<file path="src/rtl/switch_debounce_pulse.sv">
// switch_debounce_pulse: four-channel push-button conditioner.
// Each raw switch passes through a two-flop synchroniser and a per-channel
// stability counter. It is presented as a clean level plus one-cycle
// press and release pulses.
// Optional feature macro: DEBOUNCE_REPEAT_EN. When it is defined, a held
// switch also produces auto-repeat press pulses.
module switch_debounce_pulse #(
    parameter int unsigned DEBOUNCE_CYCLES = 250000,
    parameter int unsigned REPEAT_DELAY    = 12500000,
    parameter int unsigned REPEAT_PERIOD   = 2500000
) (
    input  logic       i_Clk,
    input  logic       i_Reset,
    input  logic [3:0] i_Switches,
    output logic [3:0] o_Switches,
    output logic [3:0] o_Press,
    output logic [3:0] o_Release,
    output logic       o_Any
);

    localparam int unsigned N_CH  = 4;
    localparam int unsigned CNT_W = (DEBOUNCE_CYCLES > 2) ? $clog2(DEBOUNCE_CYCLES) : 1;
    localparam logic [CNT_W-1:0] CNT_LAST = CNT_W'(DEBOUNCE_CYCLES - 1);

    // Reject parameter values outside the legal range at elaboration.
    if (DEBOUNCE_CYCLES < 2 || REPEAT_DELAY < 1 || REPEAT_PERIOD < 1) begin : g_bad_cfg
        $error("switch_debounce_pulse: illegal parameter value");
    end

    logic [3:0]       s1_q;
    logic [3:0]       s2_q;
    logic [3:0]       stable_q;
    logic [3:0]       stable_d;
    logic [CNT_W-1:0] cnt_q [N_CH];
    logic [CNT_W-1:0] cnt_d [N_CH];
    logic [3:0]       press_q;
    logic [3:0]       press_d;
    logic [3:0]       release_q;
    logic [3:0]       release_d;
    logic [3:0]       accept;

`ifdef DEBOUNCE_REPEAT_EN
    localparam int unsigned RPT_MAX = (REPEAT_DELAY > REPEAT_PERIOD) ? REPEAT_DELAY : REPEAT_PERIOD;
    localparam int unsigned RPT_W   = (RPT_MAX > 2) ? $clog2(RPT_MAX) : 1;
    localparam logic [RPT_W-1:0] DELAY_LAST  = RPT_W'(REPEAT_DELAY - 1);
    localparam logic [RPT_W-1:0] PERIOD_LAST = RPT_W'(REPEAT_PERIOD - 1);

    logic [RPT_W-1:0] rpt_q [N_CH];
    logic [RPT_W-1:0] rpt_d [N_CH];
    logic [3:0]       first_done_q;
    logic [3:0]       first_done_d;
    logic [3:0]       rpt_fire;
`endif

    // Synchroniser for the asynchronous switch levels.
    always_ff @(posedge i_Clk) begin
        if (i_Reset) begin
            s1_q <= 4'b0000;
            s2_q <= 4'b0000;
        end else begin
            s1_q <= i_Switches;
            s2_q <= s1_q;
        end
    end

    // Per-channel debounce next-state: count the cycles a differing level holds.
    always_comb begin
        stable_d  = stable_q;
        press_d   = 4'b0000;
        release_d = 4'b0000;
        accept    = 4'b0000;
        for (int n = 0; n < N_CH; n++) begin
            cnt_d[n] = cnt_q[n];
            if (s2_q[n] == stable_q[n]) begin
                cnt_d[n] = '0;
            end else if (cnt_q[n] == CNT_LAST) begin
                accept[n]    = 1'b1;
                stable_d[n]  = s2_q[n];
                cnt_d[n]     = '0;
                press_d[n]   = s2_q[n];
                release_d[n] = ~s2_q[n];
            end else begin
                cnt_d[n] = cnt_q[n] + CNT_W'(1);
            end
        end
`ifdef DEBOUNCE_REPEAT_EN
        rpt_fire     = 4'b0000;
        first_done_d = first_done_q;
        for (int n = 0; n < N_CH; n++) begin
            rpt_d[n] = rpt_q[n];
            if (accept[n]) begin
                // Either edge of an accepted transition restarts the repeat schedule.
                rpt_d[n]        = '0;
                first_done_d[n] = 1'b0;
            end else if (stable_q[n]) begin
                if (rpt_q[n] == (first_done_q[n] ? PERIOD_LAST : DELAY_LAST)) begin
                    rpt_fire[n]     = 1'b1;
                    rpt_d[n]        = '0;
                    first_done_d[n] = 1'b1;
                end else begin
                    rpt_d[n] = rpt_q[n] + RPT_W'(1);
                end
            end
        end
        press_d = press_d | rpt_fire;
`endif
    end

    // Debounce state and registered pulse outputs.
    always_ff @(posedge i_Clk) begin
        if (i_Reset) begin
            stable_q  <= 4'b0000;
            press_q   <= 4'b0000;
            release_q <= 4'b0000;
            for (int n = 0; n < N_CH; n++) begin
                cnt_q[n] <= '0;
            end
        end else begin
            stable_q  <= stable_d;
            press_q   <= press_d;
            release_q <= release_d;
            for (int n = 0; n < N_CH; n++) begin
                cnt_q[n] <= cnt_d[n];
            end
        end
    end

`ifdef DEBOUNCE_REPEAT_EN
    // Auto-repeat counters and first-repeat flags.
    always_ff @(posedge i_Clk) begin
        if (i_Reset) begin
            first_done_q <= 4'b0000;
            for (int n = 0; n < N_CH; n++) begin
                rpt_q[n] <= '0;
            end
        end else begin
            first_done_q <= first_done_d;
            for (int n = 0; n < N_CH; n++) begin
                rpt_q[n] <= rpt_d[n];
            end
        end
    end
`endif

    assign o_Switches = stable_q;
    assign o_Press    = press_q;
    assign o_Release  = release_q;
    assign o_Any      = |press_q;

endmodule

</file>
<file path="config.mk">
export PLATFORM = sky130hd
export DESIGN_NAME = switch_debounce_pulse
export DESIGN_NICKNAME = d
export VERILOG_FILES = /design/src/rtl/switch_debounce_pulse.sv
export SDC_FILE = /design/constraint.sdc
export NUM_CORES = 1
export LEC_CHECK = 0
export BUFFER_PORTS_ARGS = -buffer_cell sky130_fd_sc_hd__buf_2
export CAP_MARGIN = 30
export CORE_UTILIZATION = 40
export CTS_CLUSTER_SIZE = 24
export DETAILED_ROUTE_END_ITERATION = 10
export HOLD_SLACK_MARGIN = 0.05
export PLACE_DENSITY_LB_ADDON = 0.1
export SETUP_SLACK_MARGIN = 0.4
export SLEW_MARGIN = 25
export SYNTH_ARGS = -nofsm -noshare
export SYNTH_HDL_FRONTEND = slang
export SYNTH_SLANG_ARGS = --single-unit
</file>
<file path="constraint.sdc">
create_clock -name i_Clk -period 5.46 [get_ports i_Clk]
set_clock_uncertainty 0.15 [all_clocks]
set_input_delay 0.546 -clock i_Clk [delete_from_list [all_inputs] [get_ports i_Clk]]
set_output_delay 0.546 -clock i_Clk [all_outputs]
set_load 0.02 [all_outputs]
</file>
* Word-level counts from Yosys, hierarchy flattened *
Memories as Yosys holds them, arrays and structs flattened.
Index checks and enable logic that the tools add are counted.

storage, ports and cells
  latch bits = 0
  ROM bits = 0
  register bits after elaboration = 20
  logic and storage cells = 67
  memories kept = 1
  memory bits (writable) = 72

memories
  memory  words  bits a word  rd ports  clocked after memory_dff  write ports  line  text
  cnt_q   4      18           4         0                         4            34    logic [CNT_W-1:0] cnt_q [N_CH];

cells by class
  muxes and demuxes = 15
  order comparisons = 0
  reductions and logical operators = 9
  divide/modulo/power cells = 0
  shift-type cells = 0
  add/sub/neg operators = 4
  multipliers = 0
  bitwise logic cells = 16
  equality and inequality tests = 8

operator list
  cell                                           count
  2-to-1 mux 18 bit                              12
  adder 18 x 1 -> 18 bit, second input constant  4
  == test 18 bit, second input constant          4
  inverter 1 bit                                 12
  OR reduction 3 bit                             4
  AND reduction 2 bit                            4
  == test 1 bit                                  4
  bitwise OR 1 bit                               4
  OR reduction 4 bit                             1
  2-to-1 mux 1 bit                               3

* Logic depth before layout (Yosys ltp) *
  depth in word-level cells = 4
  mapped depth = 7

* Worst setup path before layout *
No wires, ideal clock.

  path type = reg-to-reg
  start = mem cnt_q[2][0] (netlist name)
  end = mem cnt_q[2][10] (netlist name)
  data required time = 5.192 ns
  period minus slack after synthesis = 2.147 ns
  buffers on the path = 2
  stages on the path, launching flop included = 7
  path slack = 3.313 ns
  arrival time = 1.879 ns
  cell sequence = dfxtp_1 > ha_1 > buf_2 > nand3_1 > o41ai_1 > buf_2 > nor2_1

RTL lines
  what             line
  start, declared  34

==> out/qor.yml <==
finish:
  nets: 465
  drive_above_1_share: 0.0891
  area_growth_pct: 11.3
  num_antenna_cells: 0
  layout_commonest_cell: "dfxtp_1"
  layout_common_cells: "dfxtp_1, nor2_1, xnor2_1"
sta:
  slew_violations: 0
  period_needed_ns: 2.42
  whs_ns: 0.239
  worstMarginPinSlew_ns: 0.865
  setup_ws_ns: 3.04
  setup_viol: 0
  maxSlewHeadroom: 0.417
  rsz0062_at_grt: "no"
  finalSetupTns_ns: 0
  max_freq_ghz: 0.413
  fin_crit_sh: 0.443
  hold_viol_final: 0
routing:
  finalWirelength_um: 7620
  drtPass1Iterations: 4
  post_drt_via_cell_ratio: 5.13
  drcViolationCount: 0
  num_vias: 3019
  drt_iter0_markers: 67
  ant_nets: 0
  wl_per_cell_um: 12.9
clock_tree:
  clock_sinks: 92
  clk_latency_ns: 0.36
  cts_buffers: 9
  htreeDepth: 3
  post_cts_buffers: 0
  clockBufferDepth: 2
  cts_tree: "done"
  cts_resized: 0
  root_buffer: "clkbuf_8"
  cts_hold_buf: 0
  path_clk_slew_ns: 0.09
floorplanning:
  io_pins: 19
  start_util: 0.418
  rows: 35
  die_h_um: 101
  dieArea_um2: 10200
  core_um2: 9370
  die_w_um: 101
placement:
  place_congestion: 0.774
  port_buffers: 18
  hpwlAfterDp_um: 5110
  dpl_worst_slack_ns: 3.02
job:
  cap_violations: 0
critical_path:
  path_class: "reg2reg"
  worstReg2RegStart: "cnt_q[1][0]"
  required_ns: 5.56
  end_kind: "register"
  r2r-end: "cnt_q[1][3]"
  start_kind: "register"
  reg2reg_slack_ns: 3.04
  rr_worst_depth: 5
  crit_path_max_fanout: 9
  cp.arrival_ns: 2.52
logic_synthesis:
  ys.flop_type: "dfxtp_1"
  synth.cell_area_um2: 3910
  syn_avg_cell_area_um2: 8.94
  synth_edf_count: 0
  postSynthCellCount: 438
  yosys.area.top_type_share: 0.471
  yosysTopAreaCell: "dfxtp_1"
  synth_cell_types: 37
  seq_area_frac_synth: 0.471
  synth-seq-cells: 92
  postSynthNetCount: 448
  synthArstFlopShare: 0
  synth_area_leaders: "dfxtp_1, xnor2_1, nor2_1, xor2_1, nand3_1"
  yosys_warnings: 0
hold_path:
  hold_class: "in2reg"
  holdPathEnd: "s1_q[3]"
  hold_path_depth: 2
  min_from: "i_Switches[3]"
global_route:
  antenna_found_initial: 0
  grt_max_degree: 30
  grt_first_pass_wirelength_um: 13100
  grt_use_total: 0.162
  grt_pass1_vias: 2818
  grt-ovfl-total: 0
pwr:
  leakage_nw: 1.34
  vdd_drop_max_v: 0.000142
  pwr_density_cell_nw_per_um2: 276
run_status:
  status: "finished clean"
synth_stat cells, types with 5 or more instances:
library cell / count
xor2_1: 18
dfxtp_1: 92
xnor2_1: 39
inv_1: 5
clkbuf_1: 9
nand3_1: 28
nor2b_1: 8
nand2b_1: 15
or4_1: 10
nand2_1: 20
nor3_1: 18
nand4_1: 22
nor2_1: 70
a21oi_1: 11
nor4_1: 22
state kept, by name, indices dropped and copies added, names as in the netlist:
signal	count
cnt_q	72
o_Press	4
o_Release	4
o_Switches	4
s1_q	4
s2_q	4
through the flow:
stage                      util  area (µm²)  cells  total power, mW
final                     0.465        4350    589             1.20
after global routing      0.465        4350    589             1.25
after CTS                 0.464        4350    588             1.22
after detailed placement  0.440        4120    572            0.707
after global placement    0.440        4120    572            0.707
after floorplan               -        3910    438            0.703
routing by layer:
layer | share of wire | vias up | global-route usage
met3 | 0.041 | 9 | 0.0485
met1 | 0.51 | 1395 | 0.212
met2 | 0.43 | 45 | 0.253
met5 | 0 | - | 0
li1 | - | 1570 | -
met4 | 0.014 | 0 | 0.0569
cell type report:
cell class,count,area (µm²)
fill,931,5020
multi-input combinational,326,2000
clock inverter,5,85.1
sequential,92,1840
tap,129,161
clock buffer,11,141
inverter,5,18.8
timing repair buffer,21,110
cells by family (layout without fill, tap and decap cells):
group                    after synthesis  in the layout  share of synthesized area
AND/OR/NAND/NOR                      238            238                      0.319
flip-flops                            92             92                      0.471
XOR/XNOR                              57             57                      0.128
AO/OA/AOI/OAI                         23             23                     0.0380
buffers and inverters                 20             42                     0.0214
adder cells (fa/ha/maj)                4              4                     0.0128
multiplexers                           4              4                     0.0102
power breakdown:
part	total, mW	internal, mW	switching (mW)
logic	0.0156	0.00622	0.00935
clock network	0.511	0.272	0.239
registers	0.676	0.674	0.00198
total	1.20	0.952	0.250
worst max path at each step:
| stage | slack, ns | cells after the start | startpoint | end |
|---|---|---|---|---|
| after floorplan | 3.31 | 6 | cnt_q[2][0] | cnt_q[2][10] |
| after global placement | 2.99 | 5 | cnt_q[2][0] | cnt_q[2][15] |
| after detailed placement | 3.02 | 5 | cnt_q[1][0] | cnt_q[1][17] |
| after CTS | 2.96 | 5 | cnt_q[2][0] | cnt_q[2][16] |
| after global routing | 2.85 | 5 | cnt_q[1][0] | cnt_q[1][3] |
| final | 3.04 | 5 | cnt_q[1][0] | cnt_q[1][3] |
worst max-delay path: stages (launching register included):
cell and delay, ns:
dfxtp_1 0.40, ha_1 0.21, nand3_1 0.30, o41ai_2 0.91, buf_4 0.29, nor2_1 0.06
Note: power is estimated with default switching activity, not from simulation.
